--- src/rtl/camera_st_pkg.sv ---
// Shared types and helpers for the camera Avalon-ST source.
// Holds the FIFO entry layout, write-FSM states and RGB565->RGB30 expansion.
package camera_st_pkg;
    localparam int PIX565_W  = 16;
    localparam int ST_DATA_W = 30;

    typedef struct packed {
        logic                 sop;
        logic                 eop;
        logic [ST_DATA_W-1:0] data;
    } fifo_entry_t;

    typedef enum logic [1:0] {IDLE, ACTIVE, ABORT} wr_state_t;

    // Replicate MSBs into the new LSBs so full-scale stays full-scale.
    function automatic logic [ST_DATA_W-1:0] rgb565_to_rgb30(input logic [PIX565_W-1:0] p);
        return {p[15:11], p[15:11], p[10:5], p[10:7], p[4:0], p[4:0]};
    endfunction
endpackage

--- src/rtl/st_sync_fifo.sv ---
// Synchronous FIFO with a registered show-ahead head register.
// count covers the head register plus the backing memory.
module st_sync_fifo #(
    parameter int W     = 32,
    parameter int DEPTH = 16,
    localparam int AW   = $clog2(DEPTH),
    localparam int CW   = $clog2(DEPTH + 1)
) (
    input  logic          clk,
    input  logic          rst_n,
    input  logic          wr_en,
    input  logic [W-1:0]  wr_data,
    input  logic          rd_ready,
    output logic          rd_valid,
    output logic [W-1:0]  rd_data,
    output logic [CW-1:0] count
);
    logic [W-1:0]  mem [DEPTH];
    logic [AW-1:0] wr_ptr;
    logic [AW-1:0] rd_ptr;
    logic [CW-1:0] mcount;
    logic          pop;
    logic          load;

    assign pop   = rd_valid & rd_ready;
    // Head reloads only when it is empty or being consumed, so it holds under backpressure.
    assign load  = (mcount != '0) & (~rd_valid | pop);
    assign count = mcount + CW'(rd_valid);

    always_ff @(posedge clk) begin
        if (wr_en) mem[wr_ptr] <= wr_data;
    end

    always_ff @(posedge clk or negedge rst_n) begin
        if (!rst_n) begin
            wr_ptr   <= '0;
            rd_ptr   <= '0;
            mcount   <= '0;
            rd_valid <= 1'b0;
            rd_data  <= '0;
        end else begin
            if (wr_en) wr_ptr <= wr_ptr + AW'(1);
            if (load) begin
                rd_ptr  <= rd_ptr + AW'(1);
                rd_data <= mem[rd_ptr];
            end
            case ({wr_en, load})
                2'b10:   mcount <= mcount + CW'(1);
                2'b01:   mcount <= mcount - CW'(1);
                default: mcount <= mcount;
            endcase
            if (load)     rd_valid <= 1'b1;
            else if (pop) rd_valid <= 1'b0;
        end
    end
endmodule

--- src/rtl/camera_st_source.sv ---
// Camera capture to Avalon-ST video source: RGB565 -> RGB30, one packet per frame,
// FIFO-buffered for sink backpressure, with abort/filler handling on overflow or short frames.
module camera_st_source
    import camera_st_pkg::*;
#(
    parameter int WIDTH      = 320,
    parameter int HEIGHT     = 240,
    parameter int FIFO_DEPTH = 16
) (
    input  logic                 clk_clk,
    input  logic                 reset_reset_n,
    input  logic                 pix_valid,
    input  logic                 pix_sof,
    input  logic [PIX565_W-1:0]  pix_data,
    input  logic                 src_ready,
    output logic                 src_valid,
    output logic [ST_DATA_W-1:0] src_data,
    output logic                 src_startofpacket,
    output logic                 src_endofpacket,
    output logic                 frame_dropped,
    input  logic                 clr_status,
    output logic [15:0]          frames_sent
);
    localparam int FRAME_PIX = WIDTH * HEIGHT;
    localparam int PCW       = $clog2(FRAME_PIX + 1);
    localparam int FCW       = $clog2(FIFO_DEPTH + 1);
    localparam logic [PCW-1:0] LAST_IDX = PCW'(FRAME_PIX - 1);
    localparam logic [FCW-1:0] FULL_LVL = FCW'(FIFO_DEPTH - 1);

    wr_state_t   state, state_d;
    logic [PCW-1:0] cnt, cnt_d;
    fifo_entry_t wr_entry;
    fifo_entry_t head;
    logic        wr_en;
    logic        drop_set;
    logic        full;
    logic [FCW-1:0] fifo_count;

    // Threshold one below capacity keeps a slot free for the abort filler beat.
    assign full = fifo_count >= FULL_LVL;

    always_ff @(posedge clk_clk or negedge reset_reset_n) begin
        if (!reset_reset_n) begin
            state <= IDLE;
            cnt   <= '0;
        end else begin
            state <= state_d;
            cnt   <= cnt_d;
        end
    end

    always_comb begin
        state_d       = state;
        cnt_d         = cnt;
        wr_en         = 1'b0;
        drop_set      = 1'b0;
        wr_entry.sop  = 1'b0;
        wr_entry.eop  = 1'b0;
        wr_entry.data = rgb565_to_rgb30(pix_data);
        case (state)
            IDLE: begin
                if (pix_valid && pix_sof) begin
                    // A full FIFO here would leave no room for a filler, so lose the frame up front.
                    if (full) begin
                        drop_set = 1'b1;
                    end else begin
                        wr_en        = 1'b1;
                        wr_entry.sop = 1'b1;
                        if (FRAME_PIX == 1) begin
                            wr_entry.eop = 1'b1;
                        end else begin
                            state_d = ACTIVE;
                            cnt_d   = PCW'(1);
                        end
                    end
                end
            end
            ACTIVE: begin
                if (pix_valid) begin
                    if (pix_sof || full) begin
                        state_d = ABORT;
                    end else begin
                        wr_en = 1'b1;
                        if (cnt == LAST_IDX) begin
                            wr_entry.eop = 1'b1;
                            state_d      = IDLE;
                            cnt_d        = '0;
                        end else begin
                            cnt_d = cnt + PCW'(1);
                        end
                    end
                end
            end
            ABORT: begin
                wr_en         = 1'b1;
                wr_entry.data = '0;
                wr_entry.eop  = 1'b1;
                drop_set      = 1'b1;
                state_d       = IDLE;
                cnt_d         = '0;
            end
            default: begin
                state_d = IDLE;
                cnt_d   = '0;
            end
        endcase
    end

    st_sync_fifo #(
        .W     ($bits(fifo_entry_t)),
        .DEPTH (FIFO_DEPTH)
    ) u_fifo (
        .clk      (clk_clk),
        .rst_n    (reset_reset_n),
        .wr_en    (wr_en),
        .wr_data  (wr_entry),
        .rd_ready (src_ready),
        .rd_valid (src_valid),
        .rd_data  (head),
        .count    (fifo_count)
    );

    assign src_data          = head.data;
    assign src_startofpacket = head.sop;
    assign src_endofpacket   = head.eop;

    // Set beats clear for frame_dropped; clear beats increment for frames_sent.
    always_ff @(posedge clk_clk or negedge reset_reset_n) begin
        if (!reset_reset_n) begin
            frame_dropped <= 1'b0;
            frames_sent   <= '0;
        end else begin
            if (drop_set)        frame_dropped <= 1'b1;
            else if (clr_status) frame_dropped <= 1'b0;
            if (clr_status)
                frames_sent <= '0;
            else if (src_valid && src_ready && head.eop)
                frames_sent <= frames_sent + 16'd1;
        end
    end
endmodule

--- config.mk ---
export PLATFORM = sky130hd
export DESIGN_NAME = camera_st_source
export DESIGN_NICKNAME = d
export VERILOG_FILES = /design/src/rtl/camera_st_pkg.sv /design/src/rtl/st_sync_fifo.sv /design/src/rtl/camera_st_source.sv
export SDC_FILE = /design/constraint.sdc
export NUM_CORES = 1
export LEC_CHECK = 0
export ABC_AREA = 1
export CORE_MARGIN = 1
export CORE_UTILIZATION = 35
export DETAILED_ROUTE_END_ITERATION = 10
export GPL_TIMING_DRIVEN = 0
export HOLD_SLACK_MARGIN = 0.12
export SYNTH_ARGS = -nofsm -noshare
export SYNTH_HDL_FRONTEND = slang
export SYNTH_SLANG_ARGS = --single-unit
--- constraint.sdc ---
create_clock -name clk_clk -period 4.9 [get_ports clk_clk]
set_input_delay 0.98 -clock clk_clk [delete_from_list [all_inputs] [get_ports clk_clk]]
set_output_delay 0.98 -clock clk_clk [all_outputs]
set_load 0.1 [all_outputs]
==> load_flow_metrics.sql <==
INSERT INTO impl_metrics (metric_group, metric, value, unit) VALUES
('routing', 'detail-route-antenna-nets', '0', ''),
('worst_setup_path', 'critical_path.startpoint_type', 'register', ''),
('routing', 'drcViolationCount', '0', ''),
('job', 'cap_violations', '0', ''),
('routing', 'dr.max_layer_used', 'met4', ''),
('yosys', 'largest_family_of_logic_cells_by_synthesized_area', 'simple AND/OR/NAND/NOR gates', ''),
('floorplanning', 'io-pin-count', '72', ''),
('layout', 'diode_insertion_count_for_antenna_repair', '0', ''),
('routing', 'detailed_route_wl', '39.5', 'mm'),
('worst_setup_path', 'cpPeakStageDelay', '0.44', 'ns'),
('grt', 'grt_pass1_wl', '61.3', 'mm'),
('routing', 'drt_first_pass_iters', '5', ''),
('yosys', 'cell_count_after_synthesis', '1455', ''),
('clock_tree', 'post-cts-setup-buffer-count', '0', ''),
('yosys', 'ys_warn_count', '0', ''),
('worst_setup_path', 'most_repeated_library_cell_on_the_critical_path', 'nand2_1', ''),
('floorplanning', 'cell_rows', '77', ''),
('floorplanning', 'core-area', '44100', 'um2'),
('layout', 'layout.nets', '1621', ''),
('clock_tree', 'htreeDepth', '2', ''),
('clock_tree', 'cts.reportedPaths.clkPinSlew', '0.06', 'ns'),
('clock_tree', 'ctsHoldBuffers', '0', ''),
('yosys', 'synthesis.area', '15600', 'um2'),
('worst_setup_path', 'setup.worst_path.class', 'reg2reg', ''),
('yosys', 'syn_nets', '1495', ''),
('yosys', 'synth_compound_area_share', '9.19', '%'),
('clock_tree', 'tritoncts', 'built', ''),
('floorplanning', 'fp.dieArea', '45500', 'um2'),
('placement', 'buffer_ports.inserted', '71', ''),
('sta', 'finalCriticalPeriod', '3.62', 'ns'),
('routing', 'drt_first_iter_violations', '887', ''),
('yosys', 'synth_xor_area_share', '0.665', '%'),
('sta', 'achievable-frequency', '276', 'MHz'),
('grt', 'grt_max_degree', '50', ''),
('worst_setup_path', 'critical-path-slowest-cell', 'dfrtp_1', ''),
('routing', 'met3WireLength', '2.10', 'mm'),
('worst_setup_path', 'worst-path-buf-inv', '3', ''),
('yosys', 'synth_cell_type_count', '36', ''),
('yosys', 'synth.mux.area_fraction', '0', '%'),
('worst_setup_path', 'critical_path.endpoint_type', 'register', ''),
('yosys', 'synthesis.area_per_instance', '10.7', 'um2'),
('grt', 'first_global_vias', '10800', ''),
('sta', 'setup_viol', '0', ''),
('power_and_ir_drop', 'max-vdd-ir-drop', '0.416', 'mV'),
('clock_tree', 'clock_latency', '0.55', 'ns'),
('power_and_ir_drop', 'power-per-cell-area', '635', 'nW/um2'),
('layout', 'post_route_cells_drive_above_1_share', '9.75', '%'),
('grt', 'grt_util_all_layers', '17.8', '%'),
('sta', 'final.setup_skew', '0.0169', 'ns'),
('yosys', 'count_of_state_elements_after_synthesis', '356', ''),
('floorplanning', 'dieWidth', '213', 'um'),
('grt', 'globalRouteOverflowTotal', '0', ''),
('layout', 'synthToLayoutAreaGrowth', '18.7', '%'),
('yosys', 'synth_simple_gate_area_share', '17.5', '%'),
('routing', 'vias_per_cell', '4.99', ''),
('yosys', 'fraction_of_registers_with_async_set_or_reset_after_synthesis', '19.1', '%'),
('sta', 'period_share', '73.9', '%'),
('clock_tree', 'cts_max_path_buffers', '3', ''),
('placement', 'place_hpwl', '28.0', 'mm'),
('clock_tree', 'cts_num_sinks', '356', ''),
('sta', 'slew_limit_headroom', '12.6', '%'),
('yosys', 'synth.yosys.seq_area_share', '66.3', '%'),
('placement', 'routability_congestion', '0.870', ''),
('outcome', 'outcome', 'finished clean', ''),
('floorplanning', 'die_height', '213', 'um'),
('yosys', 'synth_flop_cell', 'edfxtp_1', ''),
('layout', 'layout.core_utilization', '42.0', '%'),
('power_and_ir_drop', 'power.leakage', '6.72', 'nW'),
('sta', 'slew_violations', '0', ''),
('worst_setup_path', 'cp_data_required_time', '5.32', 'ns'),
('clock_tree', 'cts_root_buf', 'clkbuf_16', '');
-- state kept, by name, indices dropped and copies added, names as in the netlist, 2 cells and up --
register        flops
u_fifo.mem        288
u_fifo.rd_data     18
cnt                17
frames_sent        16
u_fifo.mcount       5
u_fifo.rd_ptr       4
u_fifo.wr_ptr       4
state               2
-- per-layer routing --
layer,vias up,GRT usage [%]
met5,-,0
met2,319,29.1
met1,5319,24.2
met3,63,2.59
li1,5297,-
met4,0,6.40
-- cell usage after synthesis, drive strengths merged (17+ instances only) --
library cell	instances	area, um2
nand2	217	857
inv	79	297
o211ai	72	541
nand4	18	113
ha	17	213
nand3	98	500
dfrtp	68	1700
edfxtp	288	8650
clkbuf	42	158
buf	46	308
nor2	297	1120
o21ai	160	805
nor3	17	95.1
-- cell usage in the layout, fill, tap and decap left out, types with 25 or more instances in the layout --
| cell | count |
|---|---|
| nor2_1 | 279 |
| o21ai_0 | 159 |
| clkbuf_16 | 38 |
| buf_4 | 25 |
| clkdlybuf4s50_1 | 70 |
| o211ai_1 | 72 |
| inv_1 | 75 |
| dfrtp_1 | 68 |
| edfxtp_1 | 288 |
| nand2_1 | 204 |
| clkbuf_1 | 46 |
| nand3_1 | 96 |
-- worst paths after layout --
| path | cells past startpoint | end | start |
|---|---|---|---|
| worst max-delay path | 20 | u_fifo.mcount[4] | u_fifo.rd_valid |
| worst min-delay path | 1 | frames_sent[11] | reset_reset_n |
| worst max register to register | 20 | u_fifo.mcount[4] | u_fifo.rd_valid |
| worst min register to register | 2 | u_fifo.rd_data[31] | u_fifo.rd_data[31] |
| max in group asynchronous | 2 | u_fifo.wr_ptr[3] | reset_reset_n |
| min in group clk_clk | 2 | u_fifo.rd_data[31] | u_fifo.rd_data[31] |
-- metrics by stage --
step	hold WS, ns	setup WS [ns]	power (mW)	cell area (um2)	std cells
final	0.325	1.28	11.8	18500	2202
after detailed placement	0.468	0.738	9.10	17300	2134
after CTS	0.315	1.22	11.8	18500	2202
after floorplan	0.485	1.34	7.47	15600	1455
after global placement	0.468	0.174	8.98	17100	2118
after global routing	0.339	0.965	12.4	18500	2202
-- cells by family after synthesis --
| kind of cell | after synthesis |
|---|---|
| buffers and inverters | 168 |
| adders and majority gates | 18 |
| AOI/OAI and AO/OA | 248 |
| xor gates and xnor gates | 11 |
| and+or+nand+nor | 654 |
| DFF | 356 |
-- power by group --
part | internal, mW | leakage, nW | total (mW) | switching [mW]
registers | 3.73 | 3.49 | 3.90 | 0.172
logic | 1.36 | 2.64 | 5.11 | 3.75
clock network | 1.57 | 0.580 | 2.75 | 1.18
-- area by class of cell --
class	instances	area, um2
Fill cell	4236	25600
Timing Repair Buffer	87	953
Sequential cell	356	10300
Inverter	80	300
Clock buffer	44	993
Multi-Input combinational cell	931	4540
Clock inverter	24	194
Tap cell	592	741
Buffer	88	465
(Power assumes the default switching activity.)
